File: src/rtl/scan_decoder.sv
// Registered N-to-2^N one-hot decoder with enable, direct/load modes and
// an auto-scan mode that steps the index up or down every PERIOD enabled cycles.
module scan_decoder #(
    parameter int N      = 2,
    parameter int PERIOD = 1
) (
    input  logic              CLK,
    input  logic              RST_N,
    input  logic [N-1:0]      A,
    input  logic              EN,
    input  logic [1:0]        MODE,
    output logic [2**N-1:0]   Y,
    output logic [N-1:0]      IDX,
    output logic              WRAP
);

    localparam int                WIDTH     = 2**N;
    localparam int                TW        = (PERIOD > 1) ? $clog2(PERIOD) : 1;
    localparam logic [TW-1:0]     TICK_LAST = TW'(PERIOD - 1);
    localparam logic [N-1:0]      IDX_MAX   = '1;
    localparam logic [WIDTH-1:0]  ONE       = WIDTH'(1);

    typedef enum logic [1:0] {
        MODE_DIRECT    = 2'b00,
        MODE_SCAN_UP   = 2'b01,
        MODE_SCAN_DOWN = 2'b10,
        MODE_LOAD      = 2'b11
    } mode_t;

    mode_t          mode;
    logic [TW-1:0]  tick;
    logic [TW-1:0]  tick_next;
    logic [N-1:0]   idx_next;
    logic           wrap_next;

    assign mode = mode_t'(MODE);

    // The tick counter survives a direct UP<->DOWN switch, so a pending step
    // simply takes whichever direction is sampled on the edge it fires.
    always_comb begin
        tick_next = '0;
        idx_next  = IDX;
        wrap_next = 1'b0;
        if (EN) begin
            case (mode)
                MODE_SCAN_UP, MODE_SCAN_DOWN: begin
                    if (tick == TICK_LAST) begin
                        if (mode == MODE_SCAN_UP) begin
                            idx_next  = IDX + 1'b1;
                            wrap_next = (IDX == IDX_MAX);
                        end else begin
                            idx_next  = IDX - 1'b1;
                            wrap_next = (IDX == '0);
                        end
                    end else begin
                        tick_next = tick + 1'b1;
                    end
                end
                default: idx_next = A;
            endcase
        end
    end

    always_ff @(posedge CLK or negedge RST_N) begin
        if (!RST_N) begin
            tick <= '0;
            IDX  <= '0;
            WRAP <= 1'b0;
            Y    <= '0;
        end else begin
            tick <= tick_next;
            IDX  <= idx_next;
            WRAP <= wrap_next;
            Y    <= EN ? (ONE << idx_next) : '0;
        end
    end

endmodule

File: config.mk
export PLATFORM = sky130hd
export DESIGN_NAME = scan_decoder
export DESIGN_NICKNAME = d
export VERILOG_FILES = /design/src/rtl/scan_decoder.sv
export SDC_FILE = /design/constraint.sdc
export NUM_CORES = 1
export LEC_CHECK = 0
export CAP_MARGIN = 5
export CORE_AREA = 5 5 42 44
export CTS_BUF_LIST = sky130_fd_sc_hd__clkbuf_8
export CTS_CLUSTER_SIZE = 28
export DETAILED_ROUTE_END_ITERATION = 7
export DIE_AREA = 0 0 47 49
export SYNTH_ARGS = -nofsm -noshare
export SYNTH_HDL_FRONTEND = slang
export SYNTH_SLANG_ARGS = --single-unit
File: constraint.sdc
create_clock -name CLK -period 1.4 [get_ports CLK]
set_input_delay 0.28 -clock CLK [delete_from_list [all_inputs] [get_ports CLK]]
set_output_delay 0.28 -clock CLK [all_outputs]
set_load 0.1 [all_outputs]
**After elaboration in Yosys (flattened, before gate mapping)**

Cells that the tools add are included.

- Register bits: 8
- Input bits: 7
- Output and inout port bits: 7

- Add/subtract/negate cells: 3
- Equality and inequality tests: 3
- Shift operators: 1
- Mux-type cells: 12
- Reduce and logical (&&, ||, !) cells: 2

Operators with widths:

| cell | number |
|---|---|
| 2-bit two-way mux | 4 |
| 1-bit two-way mux | 7 |
| 2-bit equality test, second input constant | 2 |
| 4-bit two-way mux | 1 |
| 1-bit by 2-bit left shift with 4-bit output, first input constant | 1 |
| 2-bit by 1-bit adder with 2-bit output, second input constant | 1 |
| 2-bit by 1-bit equality test with 1-bit output, second input constant | 1 |
| 2-bit logical NOT | 1 |
| 2-bit OR reduction | 1 |
| 2-bit by 1-bit subtractor with 2-bit output, second input constant | 1 |
| 1-bit adder, second input constant | 1 |

**Depth between registers and ports, before layout**

- Depth after elaboration: 7
- Mapped depth: 5

**Least setup slack after synthesis**

Ideal clock, no wire load.

- Kind: reg-to-reg
- Start point: register IDX[1]
- End point: register Y[0]
- Arrival time: 1.603 ns
- Data required time: 1.281 ns
- Setup slack: -0.322 ns
- Stages on the path, launching flop included: 5
- Path buffers: 1
- Clock period less this slack: 1.722 ns
- Cells stage by stage: dfrtp_1 > buf_2 > xor2_1 > o22ai_1 > and2_1

- Longest elaborated chain between the ends: 7

Ends and longest elaborated chain:

| what | RTL line | text |
|---|---|---|
| start, declared | 13 | `output logic [N-1:0] IDX,` |
| start signal, assigned | 72 | `IDX <= idx_next;` |
| 2-bit by 1-bit subtractor with 2-bit output / 2-bit by 1-bit adder with 2-bit output (equally long branches) | 52, 49 |  |
| 2-bit two-way mux | 48 | `if (mode == MODE_SCAN_UP) begin` |
| 2-bit two-way mux | 47 | `if (tick == TICK_LAST) begin` |
| 2-bit two-way mux | 45 | `case (mode)` |
| 2-bit two-way mux (*) | 44 | `if (EN) begin` |
| 1-bit by 2-bit left shift with 4-bit output (*) | 74 | `Y <= EN ? (ONE << idx_next) : '0;` |
| 4-bit two-way mux (*) | 74 |  |
| end signal, assigned | 74 |  |
| end, declared | 12 | `output logic [2**N-1:0] Y,` |

Every way passes the cells marked *; elsewhere a longest branch is shown, timed or not.

**Worst setup path in the final report**

- Start point: input MODE[1]
- End point: register IDX[1]

- Longest elaborated chain between the ends: 5

Ends and longest elaborated chain:

| what | RTL line | text |
|---|---|---|
| start, declared | 11 | `input logic [1:0] MODE,` |
| 2-bit by 1-bit equality test with 1-bit output | 45, 48 |  |
| 2-bit two-way mux | 48 |  |
| 2-bit two-way mux | 47 |  |
| 2-bit two-way mux (*) | 45 |  |
| 2-bit two-way mux (*) | 44 |  |
| net idx_next[1] | 33 | `logic [N-1:0] idx_next;` |

The timed path passes the listed nets; every way through them passes the cells marked *.

==> flow_summary.yaml <==
run_status:
  status: "completed"
synthesis:
  ys_async_sr_fraction_pct: 100
  syn_area_um2: 373
  ys_ff_latch: 7
  synth_xor_area_share_pct: 7.05
  dominantRegCellSynth: "dfrtp_1"
  synth_edf_count: 0
  synth_compound_area_share_pct: 13.8
  synth_area_leaders: "dfrtp_1 47%, and2_1 5.0%, o22ai_1 5.0%"
  synthCells: 40
  yosysWarnings: 0
  synth_simple_gate_area_share_pct: 19.5
  synth_area_per_cell_um2: 9.32
  synthMuxAreaShare_pct: 2.68
  synth_top_family_by_area: "simple AND/OR/NAND/NOR gates"
  seq_area_frac_synth_pct: 47.0
  synth_fp_nets: 48
  synthAdderAreaFrac_pct: 3.36
  synth_cell_types: 19
  synth_top_area_share_pct: 47.0
  netlist.top_cell.by_area: "dfrtp_1"
global_routing:
  use_met3_pct: 2.21
  track_usage_pct: 7.51
  grt_pass1_wl_um: 1150
  gr-usage-met1_pct: 8.07
  busiest_layer: "met4"
  overflow: 0
  grtUsageMet2_pct: 9.05
  antenna_found_initial: 0
  grt_pass1_vias: 285
  grt_max_degree: 11
layout:
  diodes: 0
  fin_nets: 65
  final_area_um2: 658
  fin_cells: 72
  num-fill-cells: 142
  drive_gt1_share_pct: 26.8
  syn2layout_area_growth_pct: 76.5
timing:
  clock_skew_ps: 3.75
  worst_pin_slew_ps: 307
  finalMaxSlewViolations: 0
  rsz0062_at_grt: "false"
  finalHoldViolCount: 0
  fin_crit_sh_pct: 95.7
  tns_ps: 0
  fmax_ghz: 0.747
  relSlewSlack_pct: 79.4
  worst_slack_ps: 60.5
  setup_violations: 0
  whs_ps: 310
  min_period_ps: 1340
setup_path:
  path_class: "in2reg"
  reg2reg_depth: 3
  crit_arrival_ps: 1450
  endpoint_kind: "flop"
  cp.required_ps: 1510
  start_kind: "input port"
  r2r_setup_slack_ps: 320
  rr_startpoint: "IDX[0]$_DFF_PN0_"
  r2r-end: "IDX[1]$_DFF_PN0_"
  cp_max_fo: 5
clock_tree:
  cts_root_buf: "clkbuf_8"
  insertion_delay_ps: 230
  numCtsBuffers: 3
  cts_hold_buf: 0
  cts_buffer_depth: 2
  clk_pin_slew_ps: 40
  cts_setup_buffers: 0
  cts_sinks: 7
  cts_tree: "yes"
  h-tree-depth: 1
floorplan:
  die_area_um2: 2300
  rows: 14
  pin_count: 14
  die_w_um: 47
  initial_core_util_pct: 26.6
  core_um2: 1400
  die_y_um: 49
routing:
  antenna_left: 0
  vias_per_cell: 4.76
  dr.pass1.iters: 5
  post_drt_wl_per_cell_um: 10.7
  drc: 0
  wl_um: 769
  via_count: 343
  dr.first_iter.drc_count: 10
place:
  io_buffers: 13
  dp.cells: 68
  post_dp_cell_area_um2: 593
  post-place-ws_ps: -255
  globalplace.congestion: 0.777
power:
  power.density_nw_per_um2: 1510
  irDropWorstVdd_uv: 548
  p_leak_nw: 0.297
worst_hold_path:
  hp-class: "in2async"
job:
  cap_violations: 0
==> area by class of cell <==
| cell class | count | area, µm² | share of cell area, % |
|---|---|---|---|
| Clock inverter | 1 | 3.75 | 0.570 |
| Sequential cell | 7 | 178 | 27.0 |
| Clock buffer | 3 | 41.3 | 6.27 |
| Tap cell | 16 | 20.0 | 3.04 |
| Timing Repair Buffer | 14 | 208 | 31.6 |
| Inverter | 4 | 15.0 | 2.28 |
| Multi-Input combinational cell | 27 | 193 | 29.3 |
==> how the worst max path moves through the flow <==
stage,start,end,depth (start not counted)
after floorplan,IDX[1]$_DFF_PN0_,Y[0]$_DFF_PN0_,4
after global placement,MODE[1],Y[0]$_DFF_PN0_,6
after detailed placement,MODE[1],IDX[1]$_DFF_PN0_,6
after CTS,MODE[1],Y[2]$_DFF_PN0_,6
after global routing,MODE[1],IDX[1]$_DFF_PN0_,6
final,MODE[1],IDX[1]$_DFF_PN0_,6
==> cells by family (layout without fill, tap and decap cells) <==
kind of cell / count (synthesis) / after routing
buf+inv: 6 / 22
compound gates: 8 / 8
mux: 1 / 1
simple gates: 14 / 14
flops: 7 / 7
fa+ha+maj: 1 / 1
xor+xnor: 3 / 3
==> stage by stage <==
step / power (mW) / util [%]
after floorplan: 0.550 / -
after global placement: 0.709 / 42.3
after detailed placement: 0.713 / 42.3
after CTS: 0.999 / 46.3
after global routing: 1.03 / 47.0
final: 0.995 / 47.0
==> synth_stat cells (2+ instances only) <==
library cell,instances
dfrtp_1,7
inv_1,4
nand2_1,4
and2_1,3
o22ai_1,3
a21oi_1,2
buf_2,2
nand2b_1,2
nand3_1,2
xnor2_1,2
==> worst max-delay path: stages <==
cell and delay, ps:
clkdlybuf4s50_1 450, inv_1 60, ha_4 180, xnor2_1 180
mux2i_1 210, a21oi_1 80
==> timing repair <==
| action | 4_1_cts | 5_1_grt |
|---|---|---|
| resized for setup | 2 | 1 |
| endpoints found under the setup margin | 3 | 3 |
| pin swaps | 1 | 0 |
==> placed cells by master, fill, tap and decap left out, types with 2 or more instances in the layout <==
master and count:
nand2_1 4, clkdlybuf4s50_1 6, buf_12 7, and2_1 3
xnor2_1 2, nand3_1 2, inv_1 5, o22ai_1 3
clkbuf_8 3, dfrtp_1 5, dfrtp_2 2, a21oi_1 2
==> routing by layer <==
metal | vias up | share of wire, % | wire, µm
met2 | 21 | 50 | 384
met4 | 0 | 5.1 | 39
met3 | 4 | 8.8 | 68
met5 | - | 0 | 0
met1 | 152 | 36 | 277
li1 | 166 | - | -
==> report_power, final <==
| part | leakage, nW | switching (mW) | total, mW | internal, mW |
|---|---|---|---|---|
| clock | 0.0269 | 0.0841 | 0.273 | 0.189 |
| sequential | 0.0889 | 0.0488 | 0.280 | 0.232 |
| combinational | 0.182 | 0.264 | 0.442 | 0.178 |
| total | 0.297 | 0.397 | 0.995 | 0.599 |
==> sequential cells by signal (all words and copies together), names as in the netlist <==
| name | flops |
|---|---|
| Y | 4 |
| IDX | 2 |
| WRAP | 1 |
No activity file was read; power rests on OpenSTA's default activity.
